===== config.mk =====
export PLATFORM = sky130hd
export DESIGN_NAME = exec_writeback
export DESIGN_NICKNAME = d
export VERILOG_FILES = /design/src/rtl/exec_writeback.sv
export SDC_FILE = /design/constraint.sdc
export NUM_CORES = 1
export LEC_CHECK = 0
export BUFFER_PORTS_ARGS = -buffer_cell sky130_fd_sc_hd__buf_2
export CAP_MARGIN = 15
export CORE_MARGIN = 2
export CORE_UTILIZATION = 30
export CTS_BUF_LIST = sky130_fd_sc_hd__clkbuf_16
export DETAILED_ROUTE_END_ITERATION = 8
export GPL_TIMING_DRIVEN = 0
export PLACE_DENSITY = 0.6
export SYNTH_ARGS = -nofsm -noshare
export SYNTH_HDL_FRONTEND = slang
export SYNTH_SLANG_ARGS = --single-unit

===== constraint.sdc =====
create_clock -name clk -period 2.25 [get_ports clk]
set_input_delay 0 -clock clk [delete_from_list [all_inputs] [get_ports clk]]
set_output_delay 0 -clock clk [all_outputs]
set_load 0.03 [all_outputs]

===== src/rtl/exec_writeback.sv =====
// exec_writeback: writeback stage after the 16-bit ALU. It registers results,
// keeps the SZCV flag register, resolves branches, latches OUT data behind a
// ready/valid handshake and holds the HLT state.
// Optional feature macro: EXEC_WB_FLAG_BYPASS_EN. When it is defined, branch
// conditions use the next-state flags and a flag_fwd_hit output is added.
module exec_writeback #(
  parameter int unsigned DW = 16,
  parameter int unsigned RW = 3
) (
  input  logic          clk,
  input  logic          rst_n,
  input  logic          in_valid,
  output logic          in_ready,
  input  logic          in_is_branch,
  input  logic [3:0]    in_opcode,
  input  logic [2:0]    in_cond,
  input  logic [DW-1:0] in_result,
  input  logic [RW-1:0] in_rd,
  input  logic          in_v,
  input  logic          in_z,
  input  logic          in_c,
  input  logic          in_s,
  output logic          rf_we,
  output logic [RW-1:0] rf_waddr,
  output logic [DW-1:0] rf_wdata,
  output logic [3:0]    flags,
  output logic          br_taken,
  output logic [DW-1:0] br_target,
  output logic [DW-1:0] out_data,
  output logic          out_valid,
  input  logic          out_ready,
  output logic          halted
`ifdef EXEC_WB_FLAG_BYPASS_EN
  ,
  output logic          flag_fwd_hit
`endif
);

  typedef enum logic [1:0] {
    RUN      = 2'd0,
    OUT_WAIT = 2'd1,
    HALTED   = 2'd2
  } state_t;

  localparam logic [3:0] OP_CMP = 4'd5;
  localparam logic [3:0] OP_IN  = 4'd12;
  localparam logic [3:0] OP_OUT = 4'd13;
  localparam logic [3:0] OP_HLT = 4'd15;

  state_t     state;
  logic       accept_c;
  logic       op_wr_c;
  logic       op_fl_c;
  logic [3:0] cond_flags_c;
  logic       take_c;

  assign accept_c = in_valid && in_ready;

  // Decode which ALU opcodes write the register file and which update flags.
  always_comb begin
    op_wr_c = 1'b0;
    op_fl_c = 1'b0;
    case (in_opcode)
      4'd0, 4'd1, 4'd2, 4'd3, 4'd4, 4'd6,
      4'd8, 4'd9, 4'd10, 4'd11: begin
        op_wr_c = 1'b1;
        op_fl_c = 1'b1;
      end
      OP_CMP:  op_fl_c = 1'b1;
      OP_IN:   op_wr_c = 1'b1;
      default: ;
    endcase
  end

`ifdef EXEC_WB_FLAG_BYPASS_EN
  logic [3:0] flags_nxt_c;

  // Next-state flags, so a flag write committing this edge is seen by the branch.
  always_comb begin
    flags_nxt_c = flags;
    if (accept_c && !in_is_branch && op_fl_c)
      flags_nxt_c = {in_s, in_z, in_c, in_v};
  end
  assign cond_flags_c = flags_nxt_c;
`else
  assign cond_flags_c = flags;
`endif

  // Branch condition evaluated on {S,Z,C,V}.
  always_comb begin
    take_c = 1'b0;
    case (in_cond)
      3'd0:    take_c = cond_flags_c[2];
      3'd1:    take_c = cond_flags_c[3] ^ cond_flags_c[0];
      3'd2:    take_c = cond_flags_c[2] | (cond_flags_c[3] ^ cond_flags_c[0]);
      3'd3:    take_c = ~cond_flags_c[2];
      3'd4:    take_c = 1'b1;
      default: take_c = 1'b0;
    endcase
  end

  // State machine and all registered outputs.
  always_ff @(posedge clk) begin
    if (!rst_n) begin
      state     <= RUN;
      in_ready  <= 1'b1;
      rf_we     <= 1'b0;
      rf_waddr  <= '0;
      rf_wdata  <= '0;
      flags     <= 4'd0;
      br_taken  <= 1'b0;
      br_target <= '0;
      out_data  <= '0;
      out_valid <= 1'b0;
      halted    <= 1'b0;
`ifdef EXEC_WB_FLAG_BYPASS_EN
      flag_fwd_hit <= 1'b0;
`endif
    end else begin
      rf_we    <= 1'b0;
      br_taken <= 1'b0;
`ifdef EXEC_WB_FLAG_BYPASS_EN
      flag_fwd_hit <= 1'b0;
`endif
      case (state)
        RUN: begin
          if (accept_c) begin
            if (in_is_branch) begin
              if (take_c) begin
                br_taken  <= 1'b1;
                br_target <= in_result;
              end
`ifdef EXEC_WB_FLAG_BYPASS_EN
              flag_fwd_hit <= (flags_nxt_c != flags);
`endif
            end else begin
              if (op_wr_c) begin
                rf_we    <= 1'b1;
                rf_waddr <= in_rd;
                rf_wdata <= in_result;
              end
              if (op_fl_c)
                flags <= {in_s, in_z, in_c, in_v};
              if (in_opcode == OP_OUT) begin
                out_data  <= in_result;
                out_valid <= 1'b1;
                in_ready  <= 1'b0;
                state     <= OUT_WAIT;
              end
              if (in_opcode == OP_HLT) begin
                halted   <= 1'b1;
                in_ready <= 1'b0;
                state    <= HALTED;
              end
            end
          end
        end
        OUT_WAIT: begin
          if (out_valid && out_ready) begin
            out_valid <= 1'b0;
            in_ready  <= 1'b1;
            state     <= RUN;
          end
        end
        HALTED: ;
        default: begin
          state    <= RUN;
          in_ready <= 1'b1;
        end
      endcase
    end
  end

endmodule


==> results.md <==
- Switching power: 664 uW
- Syn_area_per_cell: 10.2 sq um
- Period utilization: 74.8%
- Setup TNS: 0 ns
- Maxcap violations: 0
- Non-filler cells, final: 478
- Clk slew on worst S/H paths: 0.05 ns
- HPWL Detailed: 4430 microns
- Post-synthesis cell area: 2470 sq um
- Most frequent cells in the layout: buf_2 (93), dfxtp_1 (62), mux2i_1 (55), nor2_1 (46), nand2_1 (35)
- # diodes: 0
- R2r endpoint: out_data[10]
- F_max: 594 MHz
- Worst Hold Class: input port to register
- Reg power frac: 38.4%
- Skew final: 0.00572 ns
- Clk pwr share: 50.6%
- Cell total after placement: 439
- Fin. max-slew vios: 0
- DRC violations left: 0
- RSZ-0062 raised after global routing: no
- P&R area growth vs syn: 46.9%
- Reg2Reg Setup Slack: 0.57 ns
- Via-to-Cell Ratio: 4.43
- Startpoint types: register
- Least-Margin Pin Slew: 0.627 ns
- Power Density: 827 nW/um^2
- TritonCTS buffer count: 9
- Layout cells sized above 1: 31.4%
- RR Startpoint: in_ready
- Syn Inst Count: 241
- Final core occ: 44.8%
- Maximum VDD drop: 416 uV
- Critical path required time: 2.44 ns
- H-Tree Depth: 3
- Cells on worst reg2reg path: 6
- Post-route ant nets: 0
- Max_slew headroom: 58.2%
- DR vias: 2116
- Core Area: 8090 sq um
- Static leakage: 0.00169 uW
- First-pass DRT Iterations: 6
- Initial antenna violation count: 0
- Die Wd: 94.7 microns
- Synth Register Bits: 62
- Routability congestion estimate: 0.737
- Filler cells: 815
- # rows: 33
- Setup Viol. Count Final: 0
- Ys Warns: 0
- Int Pwr: 2330 uW
- Root Buffer Master: clkbuf_16
- Initial core utilization: 30.5%
- Wire length per cell: 13.3 microns
- Vias in the first global route: 2028
- Hold path startpoint: out_ready
- Crit path time final: 1.68 ns
- Longest Clk Path Bufs: 2
- Hold Path Stages: 4
- Register area share after synthesis: 50.3%
- Gr ovfl total: 0
- Net Sw Frac: 22.2%
- Die Y: 94.7 microns
- Nature of the critical path endpoint: register
- Maximum fanout along the worst path: 10
- Initial drt markers: 65
- Synth cell types: 30
- WP data arrival: 1.87 ns
- Later-pin clock latency in the skew report: 0.32 ns
- Post-Syn Nets: 276
- Hold Crit Endpoint: out_valid
- # IOs: 95
- TritonCTS clock tree: yes
- Status: complete, no violations
- Post-cts resize count: 0
- Final nets: 403
- Final wirelength: 6360 microns
- Tot Pwr: 3000 uW
- Worst Hold Slack: 0.0715 ns
- First-pass GRT wire length: 9870 microns
- Commonest non-fill, non-tap cell in the layout: buf_2
- Critical setup path kind: register to register
- Combinational fraction of design power: 11.0%
- Clock sinks: 62
- Port buffer count: 93
- Largest net degree at the start of global routing: 11
- Hold Fails Final Rpt: 0
- Die area: 8960 sq um
- GRT Resource Usage Total: 14.6%
==> power by group through the flow <==
stage          combinational, uW  clock [uW]  sequential, uW
2_1_floorplan                123           0            1240
3_3_place_gp                 298           0            1170
3_5_place_dp                 300           0            1170
4_1_cts                      331        1550            1150
5_1_grt                      355        1610            1150
6_report                     329        1520            1150
==> flip-flops by register name, summed over array words and instances, names as in the netlist <==
register   count
rf_waddr       3
rf_we          1
out_valid      1
state          2
rf_wdata      16
flags          4
out_data      16
in_ready       1
br_taken       1
br_target     16
halted         1
==> metal layers <==
layer	GRT usage, %	vias up	wire length [microns]
met5	0	-	0
met4	4.23	0	47
met3	4.87	5	324
met2	24.8	57	3190
met1	17.4	985	2790
li1	-	1069	-
==> cell type report <==
| cell class | instances | area, sq um | area share, % |
|---|---|---|---|
| plain buffers | 15 | 118 | 3.25 |
| multi-input cells | 162 | 1100 | 30.4 |
| clock inverters | 7 | 105 | 2.90 |
| well taps | 105 | 131 | 3.63 |
| clock buffers | 9 | 225 | 6.22 |
| inverters | 2 | 7.51 | 0.207 |
| flip-flops and latches | 62 | 1240 | 34.3 |
| repair buffers | 116 | 696 | 19.2 |
==> metrics by stage <==
step | setup slack [ns] | instance area [sq um]
4_1_cts | 0.524 | 3620
5_1_grt | 0.390 | 3620
3_3_place_gp | 0.579 | 3060
2_1_floorplan | 0.556 | 2470
6_report | 0.566 | 3620
3_5_place_dp | 0.534 | 3060
==> synthesized netlist by cell type <==
| cell | number | share of area, % |
|---|---|---|
| dfxtp_1 | 62 | 50 |
| mux2i_1 | 55 | 22 |
| nor2_1 | 46 | 7.0 |
| nand2_1 | 35 | 5.3 |
| clkbuf_1 | 8 | 1.2 |
| buf_6 | 4 | 1.8 |
| a21o_1 | 3 | 0.91 |
| a21oi_1 | 3 | 0.61 |
| a2111oi_4 | 2 | 2.2 |
| o21a_1 | 2 | 0.61 |
| o21ai_0 | 2 | 0.41 |
| a211oi_1 | 1 | 0.30 |
| a31oi_1 | 1 | 0.25 |
| and2_1 | 1 | 0.25 |
| buf_12 | 1 | 0.81 |
| buf_8 | 1 | 0.61 |
| clkbuf_4 | 1 | 0.30 |
| clkinv_1 | 1 | 0.15 |
| inv_1 | 1 | 0.15 |
| nand3b_4 | 1 | 0.81 |
| nand4_1 | 1 | 0.25 |
| nand4b_1 | 1 | 0.36 |
| nor3_1 | 1 | 0.20 |
| nor4_1 | 1 | 0.25 |
| nor4_2 | 1 | 0.51 |
| nor4b_2 | 1 | 0.61 |
| o211ai_1 | 1 | 0.30 |
| o311ai_1 | 1 | 0.36 |
| o32ai_1 | 1 | 0.36 |
| xnor2_1 | 1 | 0.36 |
==> repair_timing <==
item                                   4_1_cts  5_1_grt
buffers inserted                             0        0
endpoints found under the hold margin       55        0
hold buffers                                23        0
==> critical path, cell delays in order (launching register included) <==
cell and delay, ns:
dfxtp_1 0.39, nand3b_4 0.16, nor4_2 0.25, clkbuf_4 0.30, buf_8 0.19, mux2i_1 0.21
nor2_1 0.05
==> cell families (layout without fill, tap and decap cells) <==
family	count (synthesis)	count (layout)	share of synthesized area (%)
DFF	62	62	50.3
buffers and inverters	17	149	5.07
and+or+nand+nor	89	89	15.6
muxes	55	55	22.3
AOI/OAI and AO/OA	17	17	6.34
xor gates and xnor gates	1	1	0.355
==> worst max path at each step <==
stage / slack (ns) / cells after the start / start / end
finish: 0.57 / 6 / in_ready / out_data[10]
global route: 0.39 / 6 / state[0] / out_data[9]
CTS: 0.52 / 6 / in_ready / out_data[10]
detailed placement: 0.53 / 6 / in_ready / out_data[10]
global placement: 0.58 / 6 / state[0] / out_data[7]
floorplan: 0.56 / 6 / in_ready / out_data[10]
Power figures use the tool's default switching activity.
